[src/rtl/maze_wall_fetch.sv]
// maze_wall_fetch: follows the VGA pixel scan, prefetches the wall bits of the
// next tile (centre plus four neighbours) from a synchronous wall-map RAM, and
// presents per-pixel in-tile coordinates and neighbour flags to the renderer
// one clock after (de, px, py).
// Optional feature macro: BORDER_WALL_EN (out-of-map neighbours read as wall).
module maze_wall_fetch #(
  parameter int MAP_W  = 40,
  parameter int MAP_H  = 30,
  parameter int ADDR_W = 11
) (
  input  logic              clk,
  input  logic              rst_n,
  input  logic              de,
  input  logic [9:0]        px,
  input  logic [9:0]        py,
  input  logic              line_start,
  output logic [ADDR_W-1:0] map_addr,
  input  logic              map_rdata,
  output logic [3:0]        cell_x,
  output logic [3:0]        cell_y,
  output logic              cell_wall,
  output logic              left,
  output logic              top,
  output logic              right,
  output logic              bottom,
  output logic              out_valid,
  output logic              fetch_late
);

  typedef enum logic [1:0] {S_IDLE, S_ISSUE, S_DRAIN} state_t;

  localparam logic [5:0] LAST_COL = 6'(MAP_W - 1);
`ifdef BORDER_WALL_EN
  localparam logic BORDER = 1'b1;
`else
  localparam logic BORDER = 1'b0;
`endif

  // Item order within one fetch: 0=centre, 1=left, 2=top, 3=right, 4=bottom.
  function automatic void f_pos(input logic [5:0] c, input logic [5:0] r,
                                input logic [2:0] k, output int nc, output int nr);
    nc = int'(c);
    nr = int'(r);
    case (k)
      3'd1:    nc = nc - 1;
      3'd2:    nr = nr - 1;
      3'd3:    nc = nc + 1;
      3'd4:    nr = nr + 1;
      default: ;
    endcase
  endfunction

  function automatic logic f_ok(input logic [5:0] c, input logic [5:0] r, input logic [2:0] k);
    int nc;
    int nr;
    f_pos(c, r, k, nc, nr);
    return (nc >= 0) && (nc < MAP_W) && (nr >= 0) && (nr < MAP_H);
  endfunction

  function automatic logic [ADDR_W-1:0] f_addr(input logic [5:0] c, input logic [5:0] r,
                                               input logic [2:0] k);
    int nc;
    int nr;
    f_pos(c, r, k, nc, nr);
    return ADDR_W'(nr * MAP_W + nc);
  endfunction

  state_t            r_state;
  state_t            w_next;
  logic [2:0]        r_idx;
  logic [2:0]        w_nidx;
  logic [5:0]        r_fcol;
  logic [5:0]        r_frow;
  logic [5:0]        w_ncol;
  logic [5:0]        w_nrow;
  logic              w_load;
  logic              w_issue_ok;
  logic [ADDR_W-1:0] w_issue_addr;
  logic              w_lat_en;
  logic [2:0]        w_lidx;
  logic              w_lat_bit;
  logic [ADDR_W-1:0] r_map_addr;
  logic [4:0]        r_pf;
  logic [4:0]        r_act;
  logic [4:0]        w_src;

  logic [3:0] r_cell_x;
  logic [3:0] r_cell_y;
  logic [4:0] r_flags;
  logic       r_out_valid;
  logic       r_fetch_late;

  logic [5:0] w_col;
  logic [5:0] w_row;
  logic       w_swap;
  logic       w_trig_tile;
  logic       w_busy;
  logic       w_start;
  logic [5:0] w_tcol;

  assign w_col       = px[9:4];
  // py[9] kept in the row so lines beyond 511 fall outside the map.
  assign w_row       = py[9:4];
  assign w_swap      = de && (px[3:0] == 4'd0);
  assign w_trig_tile = w_swap && (w_col < LAST_COL);
  assign w_busy      = (r_state != S_IDLE);
  assign w_start     = line_start || (w_trig_tile && !w_busy);
  assign w_tcol      = line_start ? 6'd0 : (w_col + 6'd1);
  assign w_src       = w_swap ? r_pf : r_act;

  // Fetch FSM state register.
  always_ff @(posedge clk) begin
    if (!rst_n) r_state <= S_IDLE;
    else        r_state <= w_next;
  end

  // Next state, next issue item/target, and which returning item to capture.
  always_comb begin
    w_next = r_state;
    w_nidx = r_idx;
    w_ncol = r_fcol;
    w_nrow = r_frow;
    w_load = 1'b0;
    if (w_start) begin
      w_next = S_ISSUE;
      w_nidx = 3'd0;
      w_ncol = w_tcol;
      w_nrow = w_row;
      w_load = 1'b1;
    end else begin
      case (r_state)
        S_ISSUE: begin
          if (r_idx == 3'd4) begin
            w_next = S_DRAIN;
          end else begin
            w_nidx = r_idx + 3'd1;
            w_load = 1'b1;
          end
        end
        S_DRAIN: w_next = S_IDLE;
        default: ;
      endcase
    end
    w_issue_ok   = f_ok(w_ncol, w_nrow, w_nidx);
    w_issue_addr = f_addr(w_ncol, w_nrow, w_nidx);
    // RAM data arriving this cycle belongs to the item issued one cycle earlier.
    w_lat_en     = !line_start &&
                   (((r_state == S_ISSUE) && (r_idx != 3'd0)) || (r_state == S_DRAIN));
    w_lidx       = (r_state == S_DRAIN) ? 3'd4 : (r_idx - 3'd1);
    w_lat_bit    = f_ok(r_fcol, r_frow, w_lidx) ? map_rdata : BORDER;
  end

  // Fetch datapath: issue address, capture returning bits into the prefetch set.
  always_ff @(posedge clk) begin
    if (!rst_n) begin
      r_idx      <= '0;
      r_fcol     <= '0;
      r_frow     <= '0;
      r_map_addr <= '0;
      r_pf       <= '0;
    end else begin
      r_idx  <= w_nidx;
      r_fcol <= w_ncol;
      r_frow <= w_nrow;
      if (w_load && w_issue_ok) r_map_addr <= w_issue_addr;
      if (w_lat_en) begin
        for (int unsigned i = 0; i < 5; i++) begin
          if (w_lidx == 3'(i)) r_pf[i] <= w_lat_bit;
        end
      end
    end
  end

  // Tile swap, registered pixel outputs and the sticky late-fetch flag.
  always_ff @(posedge clk) begin
    if (!rst_n) begin
      r_act        <= '0;
      r_cell_x     <= '0;
      r_cell_y     <= '0;
      r_flags      <= '0;
      r_out_valid  <= 1'b0;
      r_fetch_late <= 1'b0;
    end else begin
      r_out_valid <= de;
      if (w_swap) r_act <= r_pf;
      if (de) begin
        r_cell_x <= px[3:0];
        r_cell_y <= py[3:0];
        r_flags  <= w_src;
      end
      // A tile trigger always coincides with a swap, so one test covers both cases.
      if (w_swap && w_busy) r_fetch_late <= 1'b1;
    end
  end

  assign map_addr   = r_map_addr;
  assign cell_x     = r_cell_x;
  assign cell_y     = r_cell_y;
  assign cell_wall  = r_flags[0];
  assign left       = r_flags[1];
  assign top        = r_flags[2];
  assign right      = r_flags[3];
  assign bottom     = r_flags[4];
  assign out_valid  = r_out_valid;
  assign fetch_late = r_fetch_late;

endmodule

[config.mk]
export PLATFORM = sky130hd
export DESIGN_NAME = maze_wall_fetch
export DESIGN_NICKNAME = d
export VERILOG_FILES = /design/src/rtl/maze_wall_fetch.sv
export SDC_FILE = /design/constraint.sdc
export NUM_CORES = 1
export LEC_CHECK = 0
export CAP_MARGIN = 30
export CORE_UTILIZATION = 55
export DETAILED_ROUTE_END_ITERATION = 16
export GPL_TIMING_DRIVEN = 1
export HOLD_SLACK_MARGIN = 0.1
export PLACE_DENSITY = 0.79
export SLEW_MARGIN = 15
export SYNTH_ARGS = -nofsm -noshare
export SYNTH_HDL_FRONTEND = slang
export SYNTH_SLANG_ARGS = --single-unit
[constraint.sdc]
create_clock -name clk -period 11.1 [get_ports clk]
set_input_delay 1.665 -clock clk [delete_from_list [all_inputs] [get_ports clk]]
set_output_delay 1.665 -clock clk [all_outputs]
set_load 0.02 [all_outputs]
==> flow_summary.yaml <==
finish:
  syn_to_final_growth_pct: 15.3
  layout-drive-gt1-share_pct: 5.93
  fin_area_mm2: 0.00466
  fillers: 602
  n_antenna_cell: 0
  multiInputGateArea_mm2: 0.00275
  regArea_mm2: 0.00106
  final_nets: 577
power:
  power.density_mw_per_mm2: 101
  power.leakage_nw: 1.96
  finalPower_uw: 470
  ir_drop_v: 0.0000568
synthesis:
  async_flop_share_pct: 0
  netlist_area_mm2: 0.00404
  yosysSeqAreaShare_pct: 26.3
  synth_flop_cell: "dfxtp_1"
  yosysTopAreaCellShare_pct: 26.3
  syn_nets: 545
  ys_top_cells_by_area: "dfxtp_1 (26%), ha_1 (8.7%), mux2i_1 (6.4%)"
  yosysWarningCount: 0
  synth_cell_types: 75
  synth_seq_cells: 53
  netlist_instances: 490
  yosysTopAreaCell: "dfxtp_1"
  syn_avg_cell_area_um2: 8.25
  synth-edff-count: 0
placement:
  pre_cts_slack_ns: 3.51
  place.gp.congestion: 0.850
  place_area_mm2: 0.00453
  hpwl_mm: 6.90
  io_buffers: 50
critical_path:
  critical_path_arrival_ns: 7.45
  crit_path_end_kind: "flip-flop"
  rr_endpoint: "map_addr[10]$_SDFFE_PN0P_"
  path_class: "input port to flip-flop"
  startpoint_type: "input port"
  critPathMaxFanout: 14
  worstPathRequired_ns: 11.30
  r2r-start: "r_state[0]$_SDFFE_PN0P_"
  reg2reg_depth: 24
  reg2reg_slack_ns: 5.73
sta:
  slew_violations: 0
  worst_slew_pin_slew_ns: 0.871
  period_minus_slack_ns: 7.25
  hold_violations: 0
  relSlewSlack_pct: 41.8
  setup_ws_ns: 3.85
  tns_ns: 0
  rsz0062_at_grt: "no"
  skew_ns: 0.00689
  setup_viol: 0
  max_freq_mhz: 138
  period_share_pct: 65.3
cts:
  post-cts-setup-buffers: 0
  holdBufCountCts: 0
  cts_resized: 0
  cts.sinks: 53
  cts_tree: "yes"
  cts.clk_slew.worst_paths_ns: 0.11
  cts_buffer_depth: 2
  cts_buffers: 5
  clock_latency_ns: 0.32
  h-tree-depth: 2
  root_buffer: "clkbuf_8"
global_routing:
  antenna_found_initial: 0
  grt_overflow_total: 0
  grt_max_degree: 62
  grt_pass1_vias: 3286
  grt_first_pass_wirelength_mm: 15.0
  grt_use_total_pct: 24.5
drt:
  postRouteAntennaNets: 0
  first_pass_iters: 5
  wl_per_cell_um: 14.8
  vias_per_cell: 5.82
  drc: 0
  totalWireLength_mm: 9.15
  drtIter0Drc: 165
  vias: 3602
floorplanning:
  core_area_mm2: 0.00694
  dieHeight_um: 87.7
  die_area_mm2: 0.00769
  initial_core_util_pct: 58.2
  die_w_um: 87.7
  num_rows: 30
  ios: 51
min_path:
  worstHoldPathCells: 2
  whs_endpoint: "map_addr[8]$_SDFFE_PN0P_"
  hold_start: "map_addr[8]$_SDFFE_PN0P_"
  hold_path.class: "flip-flop to flip-flop"
status:
  outcome: "finished clean"
flow_run:
  max_cap_violations: 0
-- final cells by class --
class	instances	area share (%)
Clock buffer	5	1.48
Clock inverter	3	0.618
Inverter	25	2.01
Multi-Input combinational cell	384	59.0
Sequential cell	53	22.8
Tap cell	96	2.58
Timing Repair Buffer	53	11.5
-- state kept, by name, indices dropped and copies added, names as in the netlist --
name        flops
cell_x          4
cell_y          4
fetch_late      1
map_addr       11
out_valid       1
r_act           5
r_fcol          6
r_flags         5
r_frow          6
r_idx           3
r_pf            5
r_state         2
-- cells by family (layout without fill, tap and decap cells) --
logic type                 Yosys count  in the layout  synth area share [%]
muxes                               27             27                  6.81
AOI/OAI and AO/OA                  126            126                  23.0
adders and majority gates           30             30                  9.66
buffers and inverters               53             86                  5.67
and+or+nand+nor                    177            177                  23.0
xor gates and xnor gates            24             24                  5.54
DFF                                 53             53                  26.3
-- power breakdown --
part	internal, mW	total [mW]	switching (mW)
clock	0.0478	0.121	0.0736
combinational	0.0672	0.141	0.0733
sequential	0.200	0.208	0.00783
-- cell usage in the layout (no fill, tap or decap), drive strengths merged, types with 3 or more instances in the layout --
| cell | n |
|---|---|
| or2 | 3 |
| buf | 3 |
| a211oi | 7 |
| a21o | 6 |
| xnor2 | 18 |
| clkbuf | 6 |
| ha | 28 |
| o31ai | 3 |
| and2 | 9 |
| o21ai | 24 |
| inv | 28 |
| nand2 | 59 |
| o21a | 6 |
| nand3 | 8 |
| a21oi | 28 |
| a31oi | 3 |
| nor2b | 18 |
| nand2b | 8 |
| nor3 | 13 |
| a21boi | 6 |
| o2111ai | 3 |
| o211a | 8 |
| nor2 | 28 |
| and3 | 4 |
| clkdlybuf4s50 | 49 |
| o311ai | 3 |
| a2111oi | 4 |
| dfxtp | 53 |
| xor2 | 5 |
| o2bb2ai | 3 |
| mux2i | 26 |
| nor4 | 7 |
| o211ai | 5 |
| a221oi | 4 |
| nor3b | 5 |
-- cell usage after synthesis, drive strengths merged, types with 3 or more instances --
cell type,count
a211oi,7
o211ai,5
a221oi,4
nor3,13
nand3,8
a31oi,3
nor4,7
a21o,6
o2bb2ai,3
ha,28
nand2b,8
dfxtp,53
o211a,8
nor3b,5
nor2b,18
o31ai,3
a2111oi,4
nand2,59
xnor2,18
mux2i,26
inv,25
nor2,28
o21a,6
o2111ai,3
or2,3
a21boi,6
and2,9
xor2,5
o21ai,24
o311ai,3
buf,11
clkbuf,17
and3,4
a21oi,28
-- critical path, stage by stage --
cell and delay, ns:
clkdlybuf4s50_1 0.53, ha_1 0.34, a211oi_2 0.28, o2111ai_1 0.14
buf_4 0.24, nand2_1 0.37, nor2_1 0.07, a21oi_1 0.30
inv_1 0.08, ha_1 0.24, xor2_1 0.15, a32o_1 0.23
o31ai_1 0.31, inv_1 0.12, ha_1 0.33, inv_1 0.07
fa_1 0.53, inv_1 0.04, ha_1 0.33, nand2_1 0.07
o21ai_0 0.22, nor4_1 0.08, nor3_1 0.19, xnor3_1 0.40
nand2_1 0.07, mux2i_1 0.05
-- metrics by stage --
| step | util, % | cells | hold WS (ns) |
|---|---|---|---|
| after global placement | 65.2 | 609 | 0.445 |
| after CTS | 66.6 | 617 | 0.471 |
| final | 67.1 | 619 | 0.465 |
| after detailed placement | 65.2 | 609 | 0.456 |
| after floorplan | - | 490 | 0.483 |
| after global routing | 67.1 | 619 | 0.486 |
-- per-layer routing --
| layer | share of wire (%) | wire length (µm) | track usage, % |
|---|---|---|---|
| met1 | 46 | 4210 | 32.1 |
| met2 | 48 | 4410 | 42.2 |
| met3 | 4.9 | 450 | 4.05 |
| met4 | 0.89 | 81 | 5.51 |
| met5 | 0 | 0 | 0 |
-- how the worst max path moves through the flow --
stage | slack, ns | cells after the start | end | start
2_1_floorplan | 4.73 | 25 | map_addr[10]$_SDFFE_PN0P_ | px[4]
5_1_grt | 3.37 | 26 | map_addr[10]$_SDFFE_PN0P_ | px[4]
4_1_cts | 3.86 | 24 | map_addr[10]$_SDFFE_PN0P_ | de
3_5_place_dp | 3.51 | 26 | map_addr[10]$_SDFFE_PN0P_ | px[4]
3_3_place_gp | 3.74 | 24 | map_addr[10]$_SDFFE_PN0P_ | de
6_report | 3.85 | 26 | map_addr[10]$_SDFFE_PN0P_ | px[4]
Power figures use the tool's default switching activity.
